### src/rtl/ram_pkg.sv
// Shared definitions for the two-port arbitrated RAM.
//   DefAddrW / DefDataW : default address and data widths
//   state_e             : arbiter FSM states
package ram_pkg;

    localparam int unsigned DefAddrW = 2;
    localparam int unsigned DefDataW = 4;

    typedef enum logic [1:0] {
        StIdle   = 2'd0,
        StAccess = 2'd1,
        StResp   = 2'd2
    } state_e;

endpackage

### src/rtl/ram_core.sv
// Single-port storage array with a registered read port.
//   clk, reset : clock, asynchronous active-high clear of array and read register
//   wr_en      : write wdata into mem[addr] at the rising edge
//   rd_en      : capture mem[addr] into rdata at the rising edge
//   addr       : word address
//   wdata      : write data
//   rdata      : registered read data, held until the next read
module ram_core #(
    parameter int unsigned ADDR_W = ram_pkg::DefAddrW,
    parameter int unsigned DATA_W = ram_pkg::DefDataW
) (
    input  logic              clk,
    input  logic              reset,
    input  logic              wr_en,
    input  logic              rd_en,
    input  logic [ADDR_W-1:0] addr,
    input  logic [DATA_W-1:0] wdata,
    output logic [DATA_W-1:0] rdata
);

    localparam int unsigned Words = 1 << ADDR_W;

    logic [DATA_W-1:0] mem_q [Words];
    logic [DATA_W-1:0] rdata_q;

    always_ff @(posedge clk or posedge reset) begin
        if (reset) begin
            for (int i = 0; i < Words; i++) begin
                mem_q[i] <= '0;
            end
            rdata_q <= '0;
        end else begin
            if (wr_en) begin
                mem_q[addr] <= wdata;
            end
            if (rd_en) begin
                rdata_q <= mem_q[addr];
            end
        end
    end

    assign rdata = rdata_q;

endmodule

### src/rtl/ram_arbiter.sv
// Two-requester round-robin arbiter in front of a small RAM.
//   clk, reset       : clock, asynchronous active-high reset
//   req0/req1        : access requests, held until the matching gnt
//   we0/we1          : 1 = write, 0 = read
//   addr0/addr1      : word addresses
//   wdata0/wdata1    : write data
//   gnt0/gnt1        : one-cycle pulse while the accepted command is in ACCESS
//   rvalid0/rvalid1  : one-cycle pulse qualifying rdata for that requester
//   rdata            : shared read data
//   busy             : high whenever the FSM is not idle
module ram_arbiter
    import ram_pkg::*;
#(
    parameter int unsigned ADDR_W = DefAddrW,
    parameter int unsigned DATA_W = DefDataW
) (
    input  logic              clk,
    input  logic              reset,
    input  logic              req0,
    input  logic              req1,
    input  logic              we0,
    input  logic              we1,
    input  logic [ADDR_W-1:0] addr0,
    input  logic [ADDR_W-1:0] addr1,
    input  logic [DATA_W-1:0] wdata0,
    input  logic [DATA_W-1:0] wdata1,
    output logic              gnt0,
    output logic              gnt1,
    output logic              rvalid0,
    output logic              rvalid1,
    output logic [DATA_W-1:0] rdata,
    output logic              busy
);

    state_e state_q, state_d;

    logic              last_grant_q;
    logic              win_q;
    logic              we_q;
    logic [ADDR_W-1:0] addr_q;
    logic [DATA_W-1:0] wdata_q;

    logic accept;
    logic winner;
    logic wr_en;
    logic rd_en;

    // On contention the requester that did not win last time goes first.
    always_comb begin
        accept = (state_q == StIdle) && (req0 || req1);
        winner = (req0 && req1) ? ~last_grant_q : req1;
    end

    always_ff @(posedge clk or posedge reset) begin
        if (reset) begin
            state_q <= StIdle;
        end else begin
            state_q <= state_d;
        end
    end

    always_comb begin
        state_d = state_q;
        unique case (state_q)
            StIdle:   if (accept) state_d = StAccess;
            StAccess: state_d = we_q ? StIdle : StResp;
            StResp:   state_d = StIdle;
            default:  state_d = StIdle;
        endcase
    end

    // Command latch: captured once at acceptance so later input changes are ignored.
    always_ff @(posedge clk or posedge reset) begin
        if (reset) begin
            last_grant_q <= 1'b1;
            win_q        <= 1'b0;
            we_q         <= 1'b0;
            addr_q       <= '0;
            wdata_q      <= '0;
        end else if (accept) begin
            last_grant_q <= winner;
            win_q        <= winner;
            we_q         <= winner ? we1 : we0;
            addr_q       <= winner ? addr1 : addr0;
            wdata_q      <= winner ? wdata1 : wdata0;
        end
    end

    always_comb begin
        gnt0    = 1'b0;
        gnt1    = 1'b0;
        rvalid0 = 1'b0;
        rvalid1 = 1'b0;
        wr_en   = 1'b0;
        rd_en   = 1'b0;
        busy    = (state_q != StIdle);
        unique case (state_q)
            StAccess: begin
                gnt0  = ~win_q;
                gnt1  = win_q;
                wr_en = we_q;
                rd_en = ~we_q;
            end
            StResp: begin
                rvalid0 = ~win_q;
                rvalid1 = win_q;
            end
            default: ;
        endcase
    end

    ram_core #(
        .ADDR_W(ADDR_W),
        .DATA_W(DATA_W)
    ) u_core (
        .clk  (clk),
        .reset(reset),
        .wr_en(wr_en),
        .rd_en(rd_en),
        .addr (addr_q),
        .wdata(wdata_q),
        .rdata(rdata)
    );

endmodule

### config.mk
export PLATFORM = sky130hd
export DESIGN_NAME = ram_arbiter
export DESIGN_NICKNAME = d
export VERILOG_FILES = /design/src/rtl/ram_pkg.sv /design/src/rtl/ram_core.sv /design/src/rtl/ram_arbiter.sv
export SDC_FILE = /design/constraint.sdc
export NUM_CORES = 1
export LEC_CHECK = 0
export BUFFER_PORTS_ARGS = -buffer_cell sky130_fd_sc_hd__buf_4
export CORE_AREA = 4 4 55 57
export CTS_BUF_LIST = sky130_fd_sc_hd__clkbuf_8
export CTS_CLUSTER_DIAMETER = 40
export DETAILED_ROUTE_END_ITERATION = 12
export DIE_AREA = 0 0 59 61
export PLACE_DENSITY = 0.82
export SETUP_SLACK_MARGIN = 0.2
export SLEW_MARGIN = 0
export SYNTH_ARGS = -nofsm -noshare
export SYNTH_HDL_FRONTEND = slang
export SYNTH_HIERARCHICAL = 1
export SYNTH_SLANG_ARGS = --single-unit
### constraint.sdc
create_clock -name clk -period 4 [get_ports clk]
set_input_delay 0.6 -clock clk [delete_from_list [all_inputs] [get_ports clk]]
set_output_delay 0.6 -clock clk [all_outputs]
set_load 0.005 [all_outputs]
==> flow_summary.json, run 1 <==
{
  "route.detailed.drc": 0,
  "cts.reportedPaths.clkPinSlew_ns": 0.07,
  "swShare_pct": 32.5,
  "number_of_nets_in_the_synthesized_netlist": 120,
  "cp.required_ns": 4.16,
  "drive_above_1_share_pct": 51.9,
  "drt_iter0_drc": 19,
  "cts.path.max_buffers": 2,
  "setup.worst_path.start_class": "flop",
  "power_frac_clock_pct": 18.9,
  "post_cts_resized": 0,
  "power.internal_w": 0.000930,
  "initial_core_util_pct": 58.9,
  "finalClockSkew_ns": 0.00804,
  "synth.yosys.seq_area_share_pct": 53.3,
  "worst_ir_drop_vdd_uv": 646,
  "place_worst_setup_slack_ns": 2.19,
  "route.antenna.remaining_nets": 0,
  "outcome": "finished clean",
  "power_per_cell_area_nw_per_um2": 774,
  "cp-startpoint": "state_q[1]",
  "worst-slew-pin-transition_ns": 0.735,
  "setup-tns-final_ns": 0,
  "area_delta_synth_final_pct": 22.0,
  "grt_start_max_net_pins": 21,
  "sequential_cell_area_sq_um": 777,
  "post_synth_num_cell_types": 18,
  "synthDominantAreaCellType": "dfrtp_1",
  "post_synthesis_register_bit_count": 31,
  "ys.warnings.count": 6,
  "report.final.hold_viol_count": 0,
  "mappedNetlistArea_sq_um": 1460,
  "io_pins": 27,
  "grt_pass1_vias": 1026,
  "p_leak_nw": 0.846,
  "slew_headroom_pct": 50.9,
  "via_per_inst": 5.70,
  "power.combinational.fraction_pct": 36.1,
  "critical_path.reg2reg.startpoint": "state_q[1]",
  "max_capacitance_violation_count": 0,
  "finish.net_count": 152,
  "worstPathMaxFanout": 5,
  "vias": 941,
  "crit_arrival_ns": 2.00,
  "htree_levels": 2,
  "clock_tree.root_cell": "clkbuf_8",
  "synth_top_cells_by_area": "dfrtp_1 51%, mux2_2 23%, mux2i_1 6.9%",
  "syn_avg_cell_area_sq_um": 14.3,
  "first_pass_grt_wire_length_mm": 4.80,
  "drv_slew": 0,
  "detailedRoute.firstPassIterationCount": 4,
  "wire_per_inst_microns": 17.0,
  "fp.dieH_microns": 61,
  "worst_skew_pair.late_latency_ns": 0.28,
  "design.die.area_sq_um": 3600,
  "fp.coreArea_sq_um": 2480,
  "fmax_mhz": 545,
  "portBuffers": 26,
  "finalWirelength_mm": 2.80,
  "period_minus_slack_ns": 1.83,
  "filler_cell_count": 189,
  "globalRouteTotalUtil_pct": 18.7,
  "die_width_microns": 59,
  "setup_violations": 0,
  "rsz0062_at_grt": "false",
  "critical_path.endpoint_type": "flop",
  "number_of_placement_rows": 18,
  "post_cts_buffers": 0,
  "worstHoldPathType": "primary input to async pin",
  "post-route-period-util_pct": 45.9,
  "footprint_of_the_multi_input_gates_sq_um": 656,
  "tritoncts_num_sinks": 31,
  "antenna_found_initial": 0,
  "num_antenna_cells": 0,
  "power.net_switching_w": 0.000448,
  "power_frac_seq_pct": 45.0,
  "cts.hold.buffers_added": 0,
  "cts_inserted_buffers": 5,
  "post-route-worst-setup-slack_ns": 2.17,
  "synth_largest_type_area_fraction_pct": 51.5,
  "grt_overflow_total": 0,
  "tritoncts": "done",
  "synth_cells": 102,
  "timing.setup.critical_path_class": "flop to flop",
  "dp_hpwl_mm": 2.17,
  "finalWeightedCongestion": 0.759
}
## cell usage in the layout (no fill, tap or decap), drive strengths merged
cell type	instances
mux2	30
dfrtp	30
buf	26
mux2i	10
clkbuf	7
nor2	7
nand2b	6
inv	5
o221ai	4
nor3b	3
nand3b	2
a21boi	1
or2	1
dfstp	1
nand3	1
nand2	1
## Yosys cell counts, drive strengths merged
cell type	n
a21boi	1
buf	1
dfrtp	30
dfstp	1
inv	4
mux2	30
mux2i	10
nand2	1
nand2b	6
nand3	1
nand3b	2
nor2	7
nor3b	3
o221ai	4
or2	1
## layer usage
metal	vias to the layer above	share of wire, %	wire [microns]	GRT usage (%)
li1	429	-	-	-
met2	19	54	1510	32.8
met3	8	3.7	103	4.89
met1	485	39	1090	20.6
met4	0	3.3	91	10.4
met5	-	0	0	0
## layout make-up
type	instances	share of cell area, %
inverter	4	0.843
timing repair buffer	26	11.0
clock inverter	1	0.211
tap	30	2.11
clock buffer	7	5.41
sequential	31	43.6
multi-input combinational	66	36.8
## registers in the layout, indices dropped and copies added, names as in the netlist
name	cells
last_grant_q	1
wdata_q	4
we_q	1
win_q	1
state_q	2
u_core/rdata	4
u_core/mem_q	16
addr_q	2
## per-stage QoR
stage | hold slack, ns | utilization [%] | power, W | area, sq um | std cells
floorplan | 0.426 | - | 0.000963 | 1460 | 102
global placement | 0.439 | 67.8 | 0.00109 | 1680 | 157
detailed placement | 0.440 | 67.8 | 0.00113 | 1680 | 157
CTS | 0.331 | 71.9 | 0.00139 | 1780 | 165
global route | 0.354 | 71.9 | 0.00147 | 1780 | 165
finish | 0.323 | 71.9 | 0.00138 | 1780 | 165
## cell families after synthesis
logic type             Yosys count  share of synthesized area [%]
muxes                           40                           30.0
DFF                             31                           53.3
and+or+nand+nor                 21                           11.2
AOI/OAI and AO/OA                5                           3.69
buffers and inverters            5                           1.80
## critical path, stage by stage, from the launching register on
cell,delay (ns)
dfrtp_1,0.40
nand2b_1,0.21
nor2_1,0.38
nor3b_4,0.35
mux2_2,0.37
## power groups by stage
| stage | clock network, W | registers [W] | logic, W |
|---|---|---|---|
| final | 0.000261 | 0.000620 | 0.000497 |
| after detailed placement | 0 | 0.000625 | 0.000501 |
| after CTS | 0.000269 | 0.000621 | 0.000503 |
| after global placement | 0 | 0.000614 | 0.000479 |
| after floorplan | 0 | 0.000564 | 0.000400 |
| after global routing | 0.000283 | 0.000643 | 0.000547 |
## path summary, 6_finish.rpt
| path | end | slack [ns] | cells after the start |
|---|---|---|---|
| max | u_core/mem_q[15] | 2.17 | 4 |
| min | state_q[1] | 0.32 | 2 |
| max reg2reg | u_core/mem_q[15] | 2.17 | 4 |
| min reg2reg | state_q[1] | 0.45 | 1 |
| max in group asynchronous | u_core/mem_q[4] | 3.07 | 2 |
| min in group clk | state_q[1] | 0.45 | 1 |
No activity file was read; power rests on OpenSTA's default activity.
==> run 2: changes to the inputs <==
Settings changed: CORE_AREA 4 4 55 57 to 4 4 56 58, DIE_AREA 0 0 59 61 to 0 0 60 62, PLACE_DENSITY 0.82 to 0.79.
Clock period 4 ns to 1.75 ns, I/O delays scaled along.
==> flow_summary.json, run 2 (same netlist as run 1, synthesis figures left out) <==
{
  "outcome": "finished clean",
  "fp.coreArea_sq_um": 2660,
  "worst_skew_pair.late_latency_ns": 0.28,
  "drv_slew": 0,
  "dp.cells": 160,
  "globalRouteTotalUtil_pct": 18.0,
  "filler_cell_count": 205,
  "fmax_mhz": 680,
  "wire_per_inst_microns": 16.6,
  "grt_start_max_net_pins": 21,
  "post-route-util_pct": 67.5,
  "io_pins": 27,
  "tritoncts_num_sinks": 31,
  "grt_pass1_vias": 1033,
  "setup-tns-final_ns": 0,
  "route.antenna.remaining_nets": 0,
  "via_per_inst": 5.50,
  "route.detailed.drc": 0,
  "setup_violations": 0,
  "number_of_placement_rows": 19,
  "detailedRoute.firstPassIterationCount": 4,
  "finalWirelength_mm": 2.81,
  "die_width_microns": 60,
  "fp.dieH_microns": 62,
  "largest_register_ffs": 16,
  "vias": 929,
  "finalClockSkew_ns": 0.00750,
  "footprint_of_the_multi_input_gates_sq_um": 666,
  "detailed_place.area_sq_um": 1700,
  "instances_no_fill": 169,
  "setup.worst_path.start_class": "flop",
  "dp_hpwl_mm": 2.12,
  "period_minus_slack_ns": 1.47,
  "timing.setup.critical_path_class": "flop to flop",
  "worst_path_max_delay_cell": "dfrtp_1",
  "antenna_found_initial": 0,
  "cts.reportedPaths.clkPinSlew_ns": 0.06,
  "portBuffers": 26,
  "clock_tree.root_cell": "clkbuf_8",
  "crit_arrival_ns": 1.63,
  "worstHoldPathType": "primary input to flop",
  "num_antenna_cells": 0,
  "finish.net_count": 155,
  "drt_iter0_drc": 14,
  "first_pass_grt_wire_length_mm": 4.66,
  "post_cts_buffers": 0,
  "tritoncts": "done",
  "cts.path.max_buffers": 2,
  "timing.hold.ws_ns": 0.287,
  "design.die.area_sq_um": 3720,
  "slew_headroom_pct": 51.4,
  "cp.required_ns": 1.91,
  "power_per_cell_area_nw_per_um2": 1740,
  "critical_path_buf_inv_count": 0,
  "most-common-layout-cells": "30 x mux2_2, 30 x dfrtp_1, 28 x buf_4",
  "worst_ir_drop_vdd_uv": 1430,
  "htree_levels": 2,
  "post-route-period-util_pct": 84.0,
  "area_delta_synth_final_pct": 23.2,
  "finish.instance_area_sq_um": 1800,
  "path_cells": "nand2b_4, nor2_2, nor3b_4, mux2_2",
  "sequential_cell_area_sq_um": 777,
  "rsz0062_at_grt": "false",
  "report.final.hold_viol_count": 0,
  "max_capacitance_violation_count": 0,
  "drive_above_1_share_pct": 52.2,
  "finalWeightedCongestion": 0.718,
  "path_delay_family": "simple AND/OR/NAND/NOR gates",
  "highest_cell_delay_on_the_worst_timing_path_ns": 0.41,
  "p_leak_nw": 0.859,
  "grt_overflow_total": 0,
  "worstPathMaxFanout": 5,
  "critical_path.endpoint_type": "flop",
  "worst-slew-pin-transition_ns": 0.728,
  "initial_core_util_pct": 54.8,
  "largest-register": "u_core/mem_q",
  "cts_inserted_buffers": 5
}
run 2: cell type report:
class,instances,area share (%)
clock buffers,5,3.83
clock inverters,3,0.627
inverters,4,0.836
multi-input cells,66,37.0
flip-flops and latches,31,43.2
well taps,31,2.16
repair buffers,29,12.3
run 2: path summary, 6_finish.rpt:
check | cells after the start | end | startpoint | slack (ns)
max | 4 | u_core/mem_q[13] | state_q[1] | 0.28
min | 3 | we_q | we1 | 0.29
max reg2reg | 4 | u_core/mem_q[13] | state_q[1] | 0.28
min reg2reg | 1 | state_q[1] | we_q | 0.44
max in group asynchronous | 3 | u_core/rdata[2] | reset | 0.60
min in group asynchronous | 3 | addr_q[0] | reset | 0.56
run 2: stage by stage:
| step | worst slack (ns) | total power (W) |
|---|---|---|
| floorplan | 0.219 | 0.00221 |
| global placement | 0.290 | 0.00255 |
| detailed placement | 0.220 | 0.00261 |
| CTS | 0.203 | 0.00313 |
| global route | 0.216 | 0.00332 |
| finish | 0.280 | 0.00312 |
run 2: routing by layer:
metal | vias up | wire length, microns | GRT usage (%)
met3 | 5 | 120 | 4.34
li1 | 438 | - | -
met4 | 0 | 45 | 9.49
met1 | 468 | 1160 | 20.9
met2 | 18 | 1480 | 30.9
met5 | - | 0 | 0
run 2: power breakdown:
part           switching, W  internal, W
Combinational      0.000452     0.000736
Clock              0.000250     0.000264
Sequential         0.000337      0.00108
run 2: worst reg2reg max path: cells and delay by family (launching register included):
kind	cells	cell delay, ns
AND/OR/NAND/NOR	3	0.57
flip-flops	1	0.41
multiplexers	1	0.38
run 2: timing repair:
item / CTS / global route
hold buffers: 1 / 0
hold endpoints to repair: 10 / 0
gates resized for setup: 0 / 2
setup endpoints to repair: 0 / 14
==> run 3: changes to the inputs <==
Settings changed: CORE_AREA 4 4 56 58 to 4 4 59 61, DIE_AREA 0 0 60 62 to 0 0 63 65, PLACE_DENSITY 0.79 to 0.75.
Clock period 1.75 ns to 1.3 ns, I/O delays scaled along.
==> flow_summary.json, run 3 (same netlist as run 1, synthesis figures left out) <==
{
  "crit_arrival_ns": 1.57,
  "dp_hpwl_mm": 2.12,
  "power.internal_w": 0.00320,
  "worst_ir_drop_vdd_uv": 1300,
  "cts.reportedPaths.clkPinSlew_ns": 0.06,
  "power.combinational.fraction_pct": 46.6,
  "finalClockSkew_ns": 0.00438,
  "grt_start_max_net_pins": 21,
  "globalRouteTotalUtil_pct": 16.2,
  "highest-signal-layer": "met4",
  "clock_tree.root_cell": "clkbuf_8",
  "area_delta_synth_final_pct": 38.2,
  "period_minus_slack_ns": 1.40,
  "post-route-period-util_pct": 108,
  "power_frac_clock_pct": 14.5,
  "power_frac_seq_pct": 38.9,
  "drive_above_1_share_pct": 60.5,
  "fp.dieH_microns": 65,
  "timing.setup.critical_path_class": "flop to flop",
  "setup_violations": 32,
  "num_antenna_cells": 0,
  "detailedRoute.firstPassIterationCount": 2,
  "number_of_placement_rows": 20,
  "drt_iter0_drc": 18,
  "route.antenna.remaining_nets": 0,
  "die_width_microns": 63,
  "tritoncts": "done",
  "layout.cells.most_common": "buf_4",
  "worst_skew_pair.late_latency_ns": 0.28,
  "grt_overflow_total": 0,
  "fmax_mhz": 712,
  "finalWirelength_mm": 2.90,
  "failed_checks": "setup timing",
  "wire_per_inst_microns": 15.7,
  "routed-wl-met3_microns": 141,
  "drt-met1-wl_mm": 1.27,
  "filler_cell_count": 215,
  "first_pass_grt_wire_length_mm": 5.07,
  "rsz0062_at_grt": "true",
  "worst-slew-pin-transition_ns": 0.522,
  "p_leak_nw": 1.00,
  "most-common-layout-cells": "38 x buf_4, 30 x dfrtp_1, 18 x mux2_4",
  "antenna_found_initial": 0,
  "critical_path.endpoint_type": "flop",
  "io_pins": 27,
  "grt_pass1_vias": 1085,
  "worstPathMaxFanout": 4,
  "finalWeightedCongestion": 0.811,
  "instances_no_fill": 185,
  "max_capacitance_violation_count": 0,
  "finish.net_count": 169,
  "cp.required_ns": 1.47,
  "setup.worst_path.start_class": "flop",
  "power_per_cell_area_nw_per_um2": 2370,
  "portBuffers": 26,
  "htree_levels": 2,
  "power.net_switching_w": 0.00157,
  "report.final.hold_viol_count": 0,
  "post-route-worst-setup-slack_ns": -0.104,
  "place_worst_setup_slack_ns": -0.185,
  "largest-register": "u_core/mem_q",
  "cts_inserted_buffers": 5,
  "slew_headroom_pct": 65.1,
  "dp.cells": 170,
  "via_per_inst": 5.41,
  "swShare_pct": 32.9,
  "vias": 1001,
  "initial_core_util_pct": 49.0,
  "detailroute.wirelength.met2_mm": 1.42,
  "outcome": "complete, but fails checks",
  "cts.path.max_buffers": 2,
  "design.die.area_sq_um": 4100,
  "largest_register_ffs": 16,
  "route.detailed.drc": 0,
  "fp.coreArea_sq_um": 2980,
  "worstHoldPathType": "primary input to flop",
  "drv_slew": 0,
  "tritoncts_num_sinks": 31
}
==> run 3: cell count changes in the layout (fill, tap and decap cells not counted), sizes merged <==
cell,previous run,this run
buf,28,41
clkinv,0,1
inv,7,6
nor2,7,8
==> run 3: path summary, 6_finish.rpt <==
path                             from                to  slack (ns)  cells after the start
hold reg to reg                  we_q        state_q[1]        0.47                      1
hold / removal                    we0              we_q        0.22                      3
min in group asynchronous       reset        wdata_q[2]        0.47                      3
max in group asynchronous       reset      last_grant_q        0.51                      3
setup reg to reg           state_q[1]  u_core/mem_q[14]       -0.10                      5
setup / recovery           state_q[1]  u_core/mem_q[14]       -0.10                      5
==> run 3: cell type report <==
cell class / count / area [sq um] / area share [%]
clock inverters: 3 / 12.5 / 0.621
clock buffers: 5 / 68.8 / 3.41
flip-flops and latches: 31 / 777 / 38.5
inverters: 4 / 15.0 / 0.745
multi-input cells: 67 / 772 / 38.3
well taps: 33 / 41.3 / 2.05
repair buffers: 42 / 329 / 16.3
==> run 3: per-layer routing <==
metal	vias up	track usage [%]
met2	26	26.9
met3	8	5.89
met1	500	18.7
met4	0	7.44
li1	467	-
met5	-	0
==> run 3: worst max-delay path, stage by stage, from the launching register on <==
cell	delay (ns)
dfrtp_1	0.37
nand2b_4	0.16
nor2_4	0.13
nor3b_4	0.19
buf_6	0.15
mux2_4	0.30
==> run 3: timing repair <==
action / CTS / global route
endpoints found under the setup margin: 34 / 34
buffers inserted: 3 / 2
hold endpoints to repair: 30 / 0
pin swaps: 4 / 2
hold buffers: 1 / 0
gates cloned: 1 / 0
gates resized for setup: 10 / 4
==> run 3: power groups by stage <==
stage          sequential, W  combinational, W  clock (W)
2_1_floorplan        0.00175           0.00139          0
3_3_place_gp         0.00183           0.00189          0
3_5_place_dp         0.00187           0.00194          0
4_1_cts              0.00186           0.00216   0.000717
5_1_grt              0.00194           0.00240   0.000758
6_report             0.00185           0.00222   0.000692
==> run 3: per-stage QoR <==
| stage | setup TNS, ns | hold slack [ns] | cell area, sq um | utilization, % | total power (W) |
|---|---|---|---|---|---|
| final | -2.19 | 0.220 | 2020 | 67.7 | 0.00477 |
| after global routing | -3.87 | 0.218 | 2020 | 67.7 | 0.00509 |
| after CTS | -2.05 | 0.210 | 1990 | 66.8 | 0.00473 |
| after detailed placement | -2.14 | 0.226 | 1820 | 61.2 | 0.00381 |
| after global placement | -1.44 | 0.216 | 1820 | 61.2 | 0.00372 |
| after floorplan | -0.926 | 0.0467 | 1520 | - | 0.00314 |
